--- src/rtl/fft_frame_sequencer.sv ---
// Multi-channel frame sequencer feeding the FFT core.
// After reset it configures the FFT once. It then counts new samples and, once
// enough exist, streams one FRAME_LEN frame per channel back to back. A 2-entry
// skid buffer absorbs the read latency and honours data tready backpressure.
module fft_frame_sequencer #(
  parameter int unsigned N_CHANNELS = 4,
  parameter int unsigned FRAME_LEN = 1024,
  parameter int unsigned HOP_LEN = 256,
  parameter int unsigned DATA_WIDTH = 32,
  parameter int unsigned CFG_WIDTH = 16,
  parameter logic [CFG_WIDTH-1:0] CFG_WORD = 16'h0001,
  localparam int unsigned CH_W = (N_CHANNELS > 1) ? $clog2(N_CHANNELS) : 1,
  localparam int unsigned ADDR_W = $clog2(FRAME_LEN)
) (
  input  logic                  clk,
  input  logic                  reset_b,
  input  logic                  data_ready,
  input  logic                  enable,
  input  logic                  s_axis_config_tready,
  output logic                  s_axis_config_tvalid,
  output logic [CFG_WIDTH-1:0]  s_axis_config_tdata,
  output logic                  buf_rd_en,
  output logic [CH_W-1:0]       buf_rd_chan,
  output logic [ADDR_W-1:0]     buf_rd_addr,
  input  logic [DATA_WIDTH-1:0] buf_rd_data,
  output logic [DATA_WIDTH-1:0] s_axis_data_tdata,
  output logic                  s_axis_data_tvalid,
  input  logic                  s_axis_data_tready,
  output logic                  s_axis_data_tlast,
  output logic [CH_W-1:0]       frame_chan,
  output logic                  busy,
  output logic                  frame_done,
  output logic                  overrun
);

  localparam int unsigned CNT_W = ADDR_W + 1;
  localparam logic [CNT_W-1:0]  FRAME_THR = CNT_W'(FRAME_LEN);
  localparam logic [CNT_W-1:0]  HOP_THR   = CNT_W'(HOP_LEN);
  localparam logic [ADDR_W-1:0] LAST_ADDR = ADDR_W'(FRAME_LEN - 1);
  localparam logic [CH_W-1:0]   LAST_CHAN = CH_W'(N_CHANNELS - 1);

  typedef enum logic [1:0] {CONFIG, IDLE, READ, DRAIN} state_t;

  state_t state, state_next;

  // Sample counting
  logic             ready_prev;
  logic             sample_edge;
  logic [CNT_W-1:0] sample_cnt;
  logic             hop_mode;
  logic [CNT_W-1:0] threshold;
  logic             saturated;
  logic             start;

  // Configuration handshake
  logic cfg_valid;
  logic cfg_fire;

  // Read side
  logic [CH_W-1:0]   rd_chan;
  logic [ADDR_W-1:0] rd_addr;
  logic              rd_issue;
  logic              last_issue;
  logic              inflight;
  logic [CH_W-1:0]   inflight_chan;
  logic [ADDR_W-1:0] inflight_addr;

  // Skid buffer
  logic [DATA_WIDTH-1:0] skid_data [2];
  logic [CH_W-1:0]       skid_chan [2];
  logic [ADDR_W-1:0]     skid_addr [2];
  logic                  wr_ptr;
  logic                  rd_ptr;
  logic [1:0]            skid_cnt;
  logic [1:0]            occ_after_pop;
  logic                  push;
  logic                  pop;
  logic                  drain_done;

  assign sample_edge = data_ready & ~ready_prev;
  assign threshold   = hop_mode ? HOP_THR : FRAME_THR;
  assign saturated   = (sample_cnt >= threshold);
  assign start       = (state == IDLE) && enable && saturated;

  assign cfg_fire = cfg_valid & s_axis_config_tready;

  assign push          = inflight;
  assign pop           = (skid_cnt != 2'd0) && s_axis_data_tready;
  assign occ_after_pop = skid_cnt - {1'b0, pop};
  // Occupancy is judged after this cycle's pop so a full-rate stream needs no bubble.
  assign rd_issue      = (state == READ) && ((occ_after_pop + {1'b0, inflight}) < 2'd2);
  assign last_issue    = rd_issue && (rd_chan == LAST_CHAN) && (rd_addr == LAST_ADDR);
  assign drain_done    = (occ_after_pop == 2'd0) && !inflight;

  assign s_axis_config_tvalid = cfg_valid;
  assign s_axis_config_tdata  = CFG_WORD;

  assign buf_rd_en   = rd_issue;
  assign buf_rd_chan = rd_chan;
  assign buf_rd_addr = rd_addr;

  assign s_axis_data_tvalid = (skid_cnt != 2'd0);
  assign s_axis_data_tdata  = skid_data[rd_ptr];
  assign frame_chan         = skid_chan[rd_ptr];
  assign s_axis_data_tlast  = s_axis_data_tvalid && (skid_addr[rd_ptr] == LAST_ADDR);

  assign busy = (state == READ) || (state == DRAIN);

  // State register
  always_ff @(posedge clk or negedge reset_b) begin
    if (!reset_b) begin
      state <= CONFIG;
    end else begin
      state <= state_next;
    end
  end

  // Next-state decode
  always_comb begin
    state_next = state;
    case (state)
      CONFIG: if (cfg_fire)   state_next = IDLE;
      IDLE:   if (start)      state_next = READ;
      READ:   if (last_issue) state_next = DRAIN;
      DRAIN:  if (drain_done) state_next = IDLE;
      default:                state_next = CONFIG;
    endcase
  end

  // Config valid rises the first clock after reset and drops after its handshake
  always_ff @(posedge clk or negedge reset_b) begin
    if (!reset_b) begin
      cfg_valid <= 1'b0;
    end else begin
      cfg_valid <= (state == CONFIG) && !cfg_fire;
    end
  end

  // Sample edge counter with saturation, overrun flag and hop threshold switch
  always_ff @(posedge clk or negedge reset_b) begin
    if (!reset_b) begin
      ready_prev <= 1'b1;
      sample_cnt <= '0;
      hop_mode   <= 1'b0;
      overrun    <= 1'b0;
    end else begin
      ready_prev <= data_ready;
      overrun    <= sample_edge && saturated && !start;
      if (start) begin
        sample_cnt <= sample_edge ? CNT_W'(1) : '0;
        hop_mode   <= 1'b1;
      end else if (sample_edge && !saturated) begin
        sample_cnt <= sample_cnt + CNT_W'(1);
      end
    end
  end

  // Read address generator and in-flight tag for the 1-cycle read latency
  always_ff @(posedge clk or negedge reset_b) begin
    if (!reset_b) begin
      rd_chan       <= '0;
      rd_addr       <= '0;
      inflight      <= 1'b0;
      inflight_chan <= '0;
      inflight_addr <= '0;
    end else begin
      inflight <= rd_issue;
      if (rd_issue) begin
        inflight_chan <= rd_chan;
        inflight_addr <= rd_addr;
        if (rd_addr == LAST_ADDR) begin
          rd_addr <= '0;
          rd_chan <= (rd_chan == LAST_CHAN) ? '0 : rd_chan + CH_W'(1);
        end else begin
          rd_addr <= rd_addr + ADDR_W'(1);
        end
      end
    end
  end

  // Skid FIFO: captures returning read data with its tag, pops on handshake
  always_ff @(posedge clk or negedge reset_b) begin
    if (!reset_b) begin
      for (int unsigned i = 0; i < 2; i++) begin
        skid_data[i] <= '0;
        skid_chan[i] <= '0;
        skid_addr[i] <= '0;
      end
      wr_ptr   <= 1'b0;
      rd_ptr   <= 1'b0;
      skid_cnt <= 2'd0;
    end else begin
      if (push) begin
        skid_data[wr_ptr] <= buf_rd_data;
        skid_chan[wr_ptr] <= inflight_chan;
        skid_addr[wr_ptr] <= inflight_addr;
        wr_ptr            <= ~wr_ptr;
      end
      if (pop) begin
        rd_ptr <= ~rd_ptr;
      end
      case ({push, pop})
        2'b10:   skid_cnt <= skid_cnt + 2'd1;
        2'b01:   skid_cnt <= skid_cnt - 2'd1;
        default: skid_cnt <= skid_cnt;
      endcase
    end
  end

  // Frame completion pulse, coincident with the return to IDLE
  always_ff @(posedge clk or negedge reset_b) begin
    if (!reset_b) begin
      frame_done <= 1'b0;
    end else begin
      frame_done <= (state == DRAIN) && drain_done;
    end
  end

endmodule

--- config.mk ---
export PLATFORM = sky130hd
export DESIGN_NAME = fft_frame_sequencer
export DESIGN_NICKNAME = d
export VERILOG_FILES = /design/src/rtl/fft_frame_sequencer.sv
export SDC_FILE = /design/constraint.sdc
export NUM_CORES = 1
export LEC_CHECK = 0
export CAP_MARGIN = 20
export CORE_UTILIZATION = 45
export CTS_CLUSTER_SIZE = 24
export DETAILED_ROUTE_END_ITERATION = 8
export GPL_TIMING_DRIVEN = 0
export PLACE_DENSITY = 0.72
export SLEW_MARGIN = 20
export SYNTH_ARGS = -nofsm -noshare
export SYNTH_HDL_FRONTEND = slang
export SYNTH_SLANG_ARGS = --single-unit
export TNS_END_PERCENT = 100
--- constraint.sdc ---
create_clock -name clk -period 1.8 [get_ports clk]
set_input_delay 0.36 -clock clk [delete_from_list [all_inputs] [get_ports clk]]
set_output_delay 0.36 -clock clk [all_outputs]
set_load 0.05 [all_outputs]
After elaboration in Yosys (flattened, before gate mapping) --
Cells that the tools add are included.
Word-level totals: input port bits 38, word-level logic and storage cells 108, flip-flop bits (word level) 135
Cells by class: mux-type cells 30, eq/ne operators 12, reduce and logical (&&, ||, !) cells 26, $add $sub $neg 7, $lt $le $gt $ge 5, bitwise gates (word level) 7
Operator list (number):
- 32-bit 2-to-1 mux | 4
- 64-bit bitwise mux | 1
- 10-bit 2-to-1 mux | 5
- 11-bit 2-to-1 mux | 3
- 32-bit demux with 1-bit select | 1
- 20-bit bitwise mux | 1
- 10-bit equality test (second input constant) | 2
- 2-bit 2-to-1 mux | 9
- 1-bit logical AND | 14
- 11-bit by 1-bit adder with 11-bit output (second input constant) | 1
- 11-bit greater-or-equal comparator | 1
- 10-bit by 1-bit adder with 10-bit output (second input constant) | 1
- 10-bit demux with 1-bit select | 1
- 2-bit equality test (second input constant) | 4
- 2-bit inequality test (second input constant) | 4
- 2-bit case mux with 4 select lines | 1
- 2-bit nonzero test | 3
- 2-bit by 1-bit adder with 2-bit output (second input constant) | 2
- 4-bit bitwise mux | 1
- 2-bit by 1-bit equality test with 1-bit output (second input constant) | 2
- 2-bit greater-or-equal comparator (second input constant) | 2
- 1-bit zero test | 4
- 2-bit zero test | 2
- 1-bit NOT with 2-bit output | 2
- 13 further kinds | 16

Logic depth before layout (Yosys ltp) --
depth after elaboration 10, depth in mapped cells 8

Worst setup path after synthesis --
No wires, ideal clock.
path kind reg-to-reg, from register rd_addr[0] (netlist: buf_rd_addr[0]), to register state[1], cell stages (with the launch flop) 7, required time 1.675 ns, library setup time 0.125 ns, arrival 2.110 ns, path buffers 0, path slack -0.435 ns, clock period less this slack 2.235 ns, path through dfrtp_1 > ha_1 > and4_1 > and3_1 > o211ai_1 > a211oi_1 > mux2_2
Between the ends: cells in the longest elaborated chain, start to end 4
RTL lines:
- start: declaration | line 61 | logic [ADDR_W-1:0] rd_addr;
- start signal: assignment | line 175 | rd_addr <= rd_addr + ADDR_W'(1);
- 10-bit equality test | line 92 | assign last_issue = rd_issue && (rd_chan == LAST_CHAN) && (rd_addr == LAST_ADDR);
- 1-bit logical AND | line 92
- 2-bit inequality test (no line)
- 4-bit AND reduction (no line)
- end signal: assignment | line 114 | state <= state_next;
- end: declaration | line 44 | state_t state, state_next;
Every way passes these cells. A chain may end at the register's enable or synchronous reset.

Worst setup path after layout --
from register skid_cnt[0], to output port buf_rd_en
Between the ends: cells in the longest elaborated chain, start to end 6
RTL lines:
- start: declaration | line 74 | logic [1:0] skid_cnt;
- start signal: assignment | line 203 | 2'b10: skid_cnt <= skid_cnt + 2'd1;
- start signal: assignment | line 204 | 2'b01: skid_cnt <= skid_cnt - 2'd1;
- start signal: assignment | line 205 | default: skid_cnt <= skid_cnt;
- 2-bit nonzero test | line 88 | assign pop = (skid_cnt != 2'd0) && s_axis_data_tready;
- 1-bit logical AND | line 88
- 2-bit by 1-bit subtractor with 2-bit output (*) | line 89 | assign occ_after_pop = skid_cnt - {1'b0, pop};
- 2-bit by 1-bit adder with 2-bit output (*) | line 91 | assign rd_issue = (state == READ) && ((occ_after_pop + {1'b0, inflight}) < 2'd2);
- 2-bit < comparator (*) | line 91
- 1-bit logical AND (*) | line 91
- end: declaration | line 22 | output logic buf_rd_en,
Mark *: on every way between the ends. The rest lies on a longest branch, timed or not.

==> results.py <==
metrics = {
    "synth": {
        "yosys_warnings": 0,
        "synthCells": 483,
        "synth_edf_count": 0,
        "synth-seq-area-share_pct": 54.83,
        "synthArstFlopShare_pct": 100.0,
        "synthesis.area_um2": 6163,
        "avgSynthCellArea_um2": 12.76,
        "synth-main-ff-cell": "dfrtp_1",
        "synth_seq_cells": 135,
        "yosysUniqueCellTypes": 46,
    },
    "hold_path": {
        "hold_path_class": "input port to async pin",
    },
    "critical_path": {
        "crit_required_ps": 1440,
        "cp_slowest_cell": "dfrtp_1",
        "end_kind": "output port",
        "start_kind": "flip-flop",
        "reg2reg_depth": 8,
        "cp.arrival_ps": 1710,
        "r2r_setup_slack_ps": -210,
        "path_max_fanout": 6,
        "crit_top_cell": "buf_8",
        "slowest_delay_ps": 380,
        "r2r_start": "sample_cnt[8]",
        "path_class": "flip-flop to output port",
        "worst_r2r_endpoint": "sample_cnt[0]",
        "crit_chain": "nor2b_4, mux2i_2, o21ai_2, inv_2, buf_8, buf_8",
    },
    "place": {
        "postPlaceCellArea_um2": 7445,
        "io_buffer_count": 90,
        "gp_congestion": 0.8045,
        "hpwl_mm": 8.804,
        "dpl.cell_count": 764,
    },
    "floorplanning": {
        "chipHeight_um": 119.0,
        "die-area_um2": 14170,
        "io_pins": 107,
        "coreArea_um2": 13300,
        "initial_utilization_pct": 46.36,
        "die-width_um": 119.0,
        "std_cell_rows": 42,
    },
    "clock_tree": {
        "worstSkewPairLatency_ps": 420,
        "htree_levels": 4,
        "clk_path_buf_depth": 2,
        "cts_tree": "done",
        "cts.sinks": 135,
        "cts_buffers": 17,
        "path_clk_slew_ps": 60,
        "clock-root-buffer": "clkbuf_16",
    },
    "sta": {
        "maxSlewViolCount": 0,
        "hold_ws_ps": 403.6,
        "fin_skew_ps": 4.626,
        "fmax_mhz": 483.8,
        "final.setup.tns_ps": -9780,
        "final.period_utilization_pct": 114.8,
        "rsz0062_at_grt": "yes",
        "report.final.hold_viol_count": 0,
        "finalCriticalPeriod_ps": 2067,
        "setup-violations-final": 51,
        "setup_slack_ps": -266.8,
    },
    "route": {
        "via_per_inst": 5.089,
        "drt_iter0_drc": 187,
        "wl_per_cell_um": 16.15,
        "dr.pass1.iters": 4,
        "drt-total-wl_mm": 13.38,
        "drtAntennaViolNets": 0,
        "drcViolationCount": 0,
        "vias": 4214,
    },
    "global_routing": {
        "antenna_found_initial": 0,
        "grt_pass1_wl_mm": 22.15,
        "grt_pass1_vias": 4466,
        "grt.overflow.total": 0,
        "gr-usage-all-layers_pct": 20.16,
        "grt_max_degree": 101,
    },
    "power_and_ir_drop": {
        "ir_drop_mv": 0.8512,
        "power_density_nw_per_um2": 1916,
        "leakagePower_nw": 3.968,
    },
    "finish": {
        "final_nets": 687,
        "layoutNonFillerInstCount": 828,
        "drive_gt1_share_pct": 48.16,
        "utilization_pct": 63.43,
        "stdcell_area_um2": 8433,
        "syn2layout_area_growth_pct": 36.83,
        "diodes": 0,
    },
    "run_status": {
        "outcome": "finished, violations left",
        "violations": "negative setup slack",
    },
    "flow_run": {
        "max-cap-violations": 0,
    },
}
-- cells in the mapped netlist, types with 5 or more instances --
cell type | number | area (µm²)
nand4_1 | 9 | 56.30
dfrtp_1 | 134 | 3353
xnor2_1 | 7 | 61.31
buf_4 | 16 | 120.1
mux2i_1 | 6 | 60.06
nand2_1 | 56 | 210.2
nor2_1 | 14 | 52.55
mux2_2 | 125 | 1408
nand2b_1 | 5 | 31.28
clkbuf_1 | 8 | 30.03
and3_1 | 5 | 31.28
a21oi_1 | 5 | 25.02
ha_1 | 10 | 125.1
buf_2 | 8 | 40.04
nand3_1 | 8 | 40.04
o21ai_0 | 10 | 50.05
inv_1 | 8 | 30.03
-- flip-flops by register name, summed over array words and instances, names as in the netlist --
name                  flops
ready_prev                1
s_axis_config_tvalid      1
skid_data                64
frame_done                1
rd_ptr                    1
skid_chan                 4
wr_ptr                    1
buf_rd_addr              10
skid_cnt                  2
overrun                   1
buf_rd_chan               2
state                     2
hop_mode                  1
skid_addr                20
inflight                  1
inflight_addr            10
inflight_chan             2
sample_cnt               11
-- cells in the final DEF, fill, tap and decap left out, types with 6 or more instances in the layout --
master,synthesis,final
buf_4,16,44
xnor2_1,7,7
o21ai_0,10,9
nand2_1,56,53
dfrtp_1,134,123
clkinv_2,0,6
nor2_1,14,12
nand4_1,9,9
dfrtp_2,0,11
buf_2,8,31
clkbuf_2,0,7
buf_6,0,11
nand3_1,8,7
clkbuf_16,0,17
clkdlybuf4s50_1,0,35
ha_1,10,6
conb_1,2,16
mux2_2,125,124
dlygate4sd2_1,0,12
inv_1,8,7
-- metal layers --
metal	track usage (%)	up-vias	wire, µm
met4	7.753	0	240
met3	4.837	18	446
met1	24.56	2128	5705
met5	0	-	0
met2	34.41	88	6983
li1	-	1980	-
-- worst max-delay path, delay by kind of cell, from the launching register on --
family | cells | cell delay [ps]
and+or+nand+nor | 1 | 190
AOI/OAI and AO/OA | 1 | 100
DFF | 1 | 380
buffers and inverters | 3 | 350
muxes | 1 | 260
-- how the worst max path moves through the flow --
stage | slack [ps] | end | from | cells past startpoint
final | -270 | buf_rd_en | skid_cnt[0] | 6
after global routing | -360 | buf_rd_en | skid_cnt[0] | 6
after CTS | -280 | s_axis_data_tdata[15] | rd_ptr | 3
after detailed placement | -1350 | buf_rd_en | s_axis_data_tready | 7
after global placement | -5290 | buf_rd_addr[6] | reset_b | 1
after floorplan | -160 | state[1] | buf_rd_addr[1] | 6
-- logic make-up (layout without fill, tap and decap cells) --
kind of cell             Yosys count  in the layout  synth area share (%)
multiplexers                     131            131                 23.81
buffers and inverters             42            197                 3.695
adder cells (fa/ha/maj)           10             10                 2.030
other                              2             16                0.1218
AND/OR/NAND/NOR                  115            115                 9.013
flip-flops                       135            135                 54.83
XOR/XNOR                          10             10                 1.421
AO/OA/AOI/OAI                     38             38                 5.075
-- cell type report --
type	count	area, µm²
inverters	9	33.78
flip-flops and latches	135	3393
repair buffers	124	1060
plain buffers	32	250.2
clock inverters	10	150.1
fillers	1004	4862
clock buffers	22	474.2
well taps	176	220.2
multi-input cells	320	2851
-- power breakdown --
group          total [mW]  switching [mW]  internal, mW
Sequential           4.81           0.693          4.12
Combinational        7.71            4.50          3.21
Clock                3.64            1.23          2.41
Total                16.2            6.42          9.74
-- what timing repair did --
| action | 4_1_cts | 5_1_grt |
|---|---|---|
| buffers inserted | 18 | 14 |
| hold buffers | 1 | 0 |
| pin swaps | 15 | 17 |
| gates resized for setup | 262 | 35 |
| endpoints found under the setup margin | 154 | 85 |
| cloned | 0 | 0 |
| hold endpoints to repair | 34 | 0 |
-- metrics by stage --
stage,setup slack (ps),power (mW)
3_3_place_gp,-5286,11.79
6_report,-266.8,16.16
4_1_cts,-277.7,15.81
5_1_grt,-357.9,16.97
2_1_floorplan,-164.0,9.910
3_5_place_dp,-1346,12.01
No activity file was read; power rests on OpenSTA's default activity.
==> RTL edit (same settings) <==
Register the input `s_axis_config_tready` before use, with the module's reset. The logic sees it one clock later. The other inputs are not delayed to match.
--- a/src/rtl/fft_frame_sequencer.sv
+++ b/src/rtl/fft_frame_sequencer.sv
@@ -41,6 +41,16 @@
 
   typedef enum logic [1:0] {CONFIG, IDLE, READ, DRAIN} state_t;
 
+  logic s_axis_config_tready_q;
+
+  always_ff @(posedge clk or negedge reset_b) begin
+    if (!reset_b) begin
+      s_axis_config_tready_q <= '0;
+    end else begin
+      s_axis_config_tready_q <= s_axis_config_tready;
+    end
+  end
+
   state_t state, state_next;
 
   // Sample counting
@@ -82,7 +92,7 @@
   assign saturated   = (sample_cnt >= threshold);
   assign start       = (state == IDLE) && enable && saturated;
 
-  assign cfg_fire = cfg_valid & s_axis_config_tready;
+  assign cfg_fire = cfg_valid & s_axis_config_tready_q;
 
   assign push          = inflight;
   assign pop           = (skid_cnt != 2'd0) && s_axis_data_tready;
Check against the original RTL: not equivalent (Yosys sat finds a counterexample within 4 cycles, from zero or initial values and one cycle with reset_b low).
==> RTL edit against the unedited design <==
  * Design area increased by 4.1%
  * The run still ends with setup timing left
  * Area after synthesis increased by 1.5%
  * Wire length increased by 3.4%
  * Worst setup slack got worse by 0.036 ns
  * Die area increased by 1.5%
  * Register-to-register slack got worse by 0.09 ns
  * Sequential cell count increased by 1
Power is not compared: it rests on default switching activity, and its combinational part moved more than twofold at a synthesized area within 25%.
==> RTL edit: results (changes against the unedited design) <==
* Mean area per synthesized cell at 12.7 um^2 (was 12.8 um^2)
* Crit-path leading delay family: compound AO/OA/AOI/OAI gates (was flip-flops)
* Mux cell area share after synthesis at 23.2% (was 23.8%)
* Violated checks: setup timing (unchanged)
* Final nets at 688 (was 687)
* Seq/Total Area, Yosys at 54.4% (was 54.8%)
* Wirelength, routed at 13.8 mm (was 13.4 mm)
* Setup Skew at 0.00651 ns (was 0.00463 ns)
* Met3 Use GR at 5.04% (was 4.84%)
* First-pass GRT wire length at 22.6 mm (was 22.1 mm)
* Maximum fanout along the worst path at 2 (was 6)
* Synth Area in Compound Gates at 4.98% (was 5.08%)
* Grt met2 use at 33.7% (was 34.4%)
* Cells after DPL at 772 (was 764)
* Pin count of the biggest net entering global routing at 77 (was 101)
* DR WL met2 at 7.05 mm (was 6.98 mm)
* Seq. cell area at 3410 um^2 (was 3390 um^2)
* Synth unique cells at 51 (was 46)
* Tot GR Track Use at 20.2% (about the same)
* Met1 Wirelength at 6.06 mm (was 5.71 mm)
* Worst path slowest cell: or4bb_4 (was dfrtp_1)
* CP max stage delay at 0.49 ns (was 0.38 ns)
* Multi-input logic area at 2920 um^2 (was 2850 um^2)
* Worst R2R End: state[1] (was sample_cnt[0])
* Area grow syn2layout at 40.3% (was 36.8%)
* Adder-cell share of the synthesized area at 2.00% (was 2.03%)
* Worst Hold Class: in2reg (was in2async)
* Util after Layout at 65.5% (was 63.4%)
* Met3 WL at 585 um (was 446 um)
* Endpoints failing setup at 50 (was 51)
* R2R depth at 7 (was 8)
* Final setup margin at -0.303 ns (was -0.267 ns)
* Clock buf/inv share at 7.40% (about the same)
* Status: finished with violations (unchanged)
## RTL edit: cell count changes after synthesis, sizes merged, moves of 4 or more
cell	unedited run	this run
buf	25	29
xnor2	7	13
o21ai	11	7
a2111oi	2	7
o31ai	4	0
nor2	14	22
and3	5	1
nand2b	5	1
## RTL edit: what timing repair did
| item | in CTS | in global routing |
|---|---|---|
| setup endpoints to repair | 151 | 121 |
| gates cloned | 2 | 2 |
| endpoints found under the hold margin | 60 | 0 |
| hold buffers | 1 | 0 |
| pin swaps | 10 | 13 |
| resized for setup | 285 | 149 |
| setup buffers | 21 | 8 |
## RTL edit: how the worst max path moves through the flow
stage	cells after the start	from	endpoint	slack, ns
5_1_grt	7	sample_cnt[8]	state[1]	-0.38
2_1_floorplan	7	sample_cnt[0]	state[1]	-0.14
3_3_place_gp	1	reset_b	buf_rd_addr[1]	-5.33
6_report	7	sample_cnt[8]	state[1]	-0.30
4_1_cts	7	inflight	buf_rd_en	-0.29
3_5_place_dp	7	s_axis_data_tready	buf_rd_en	-1.32
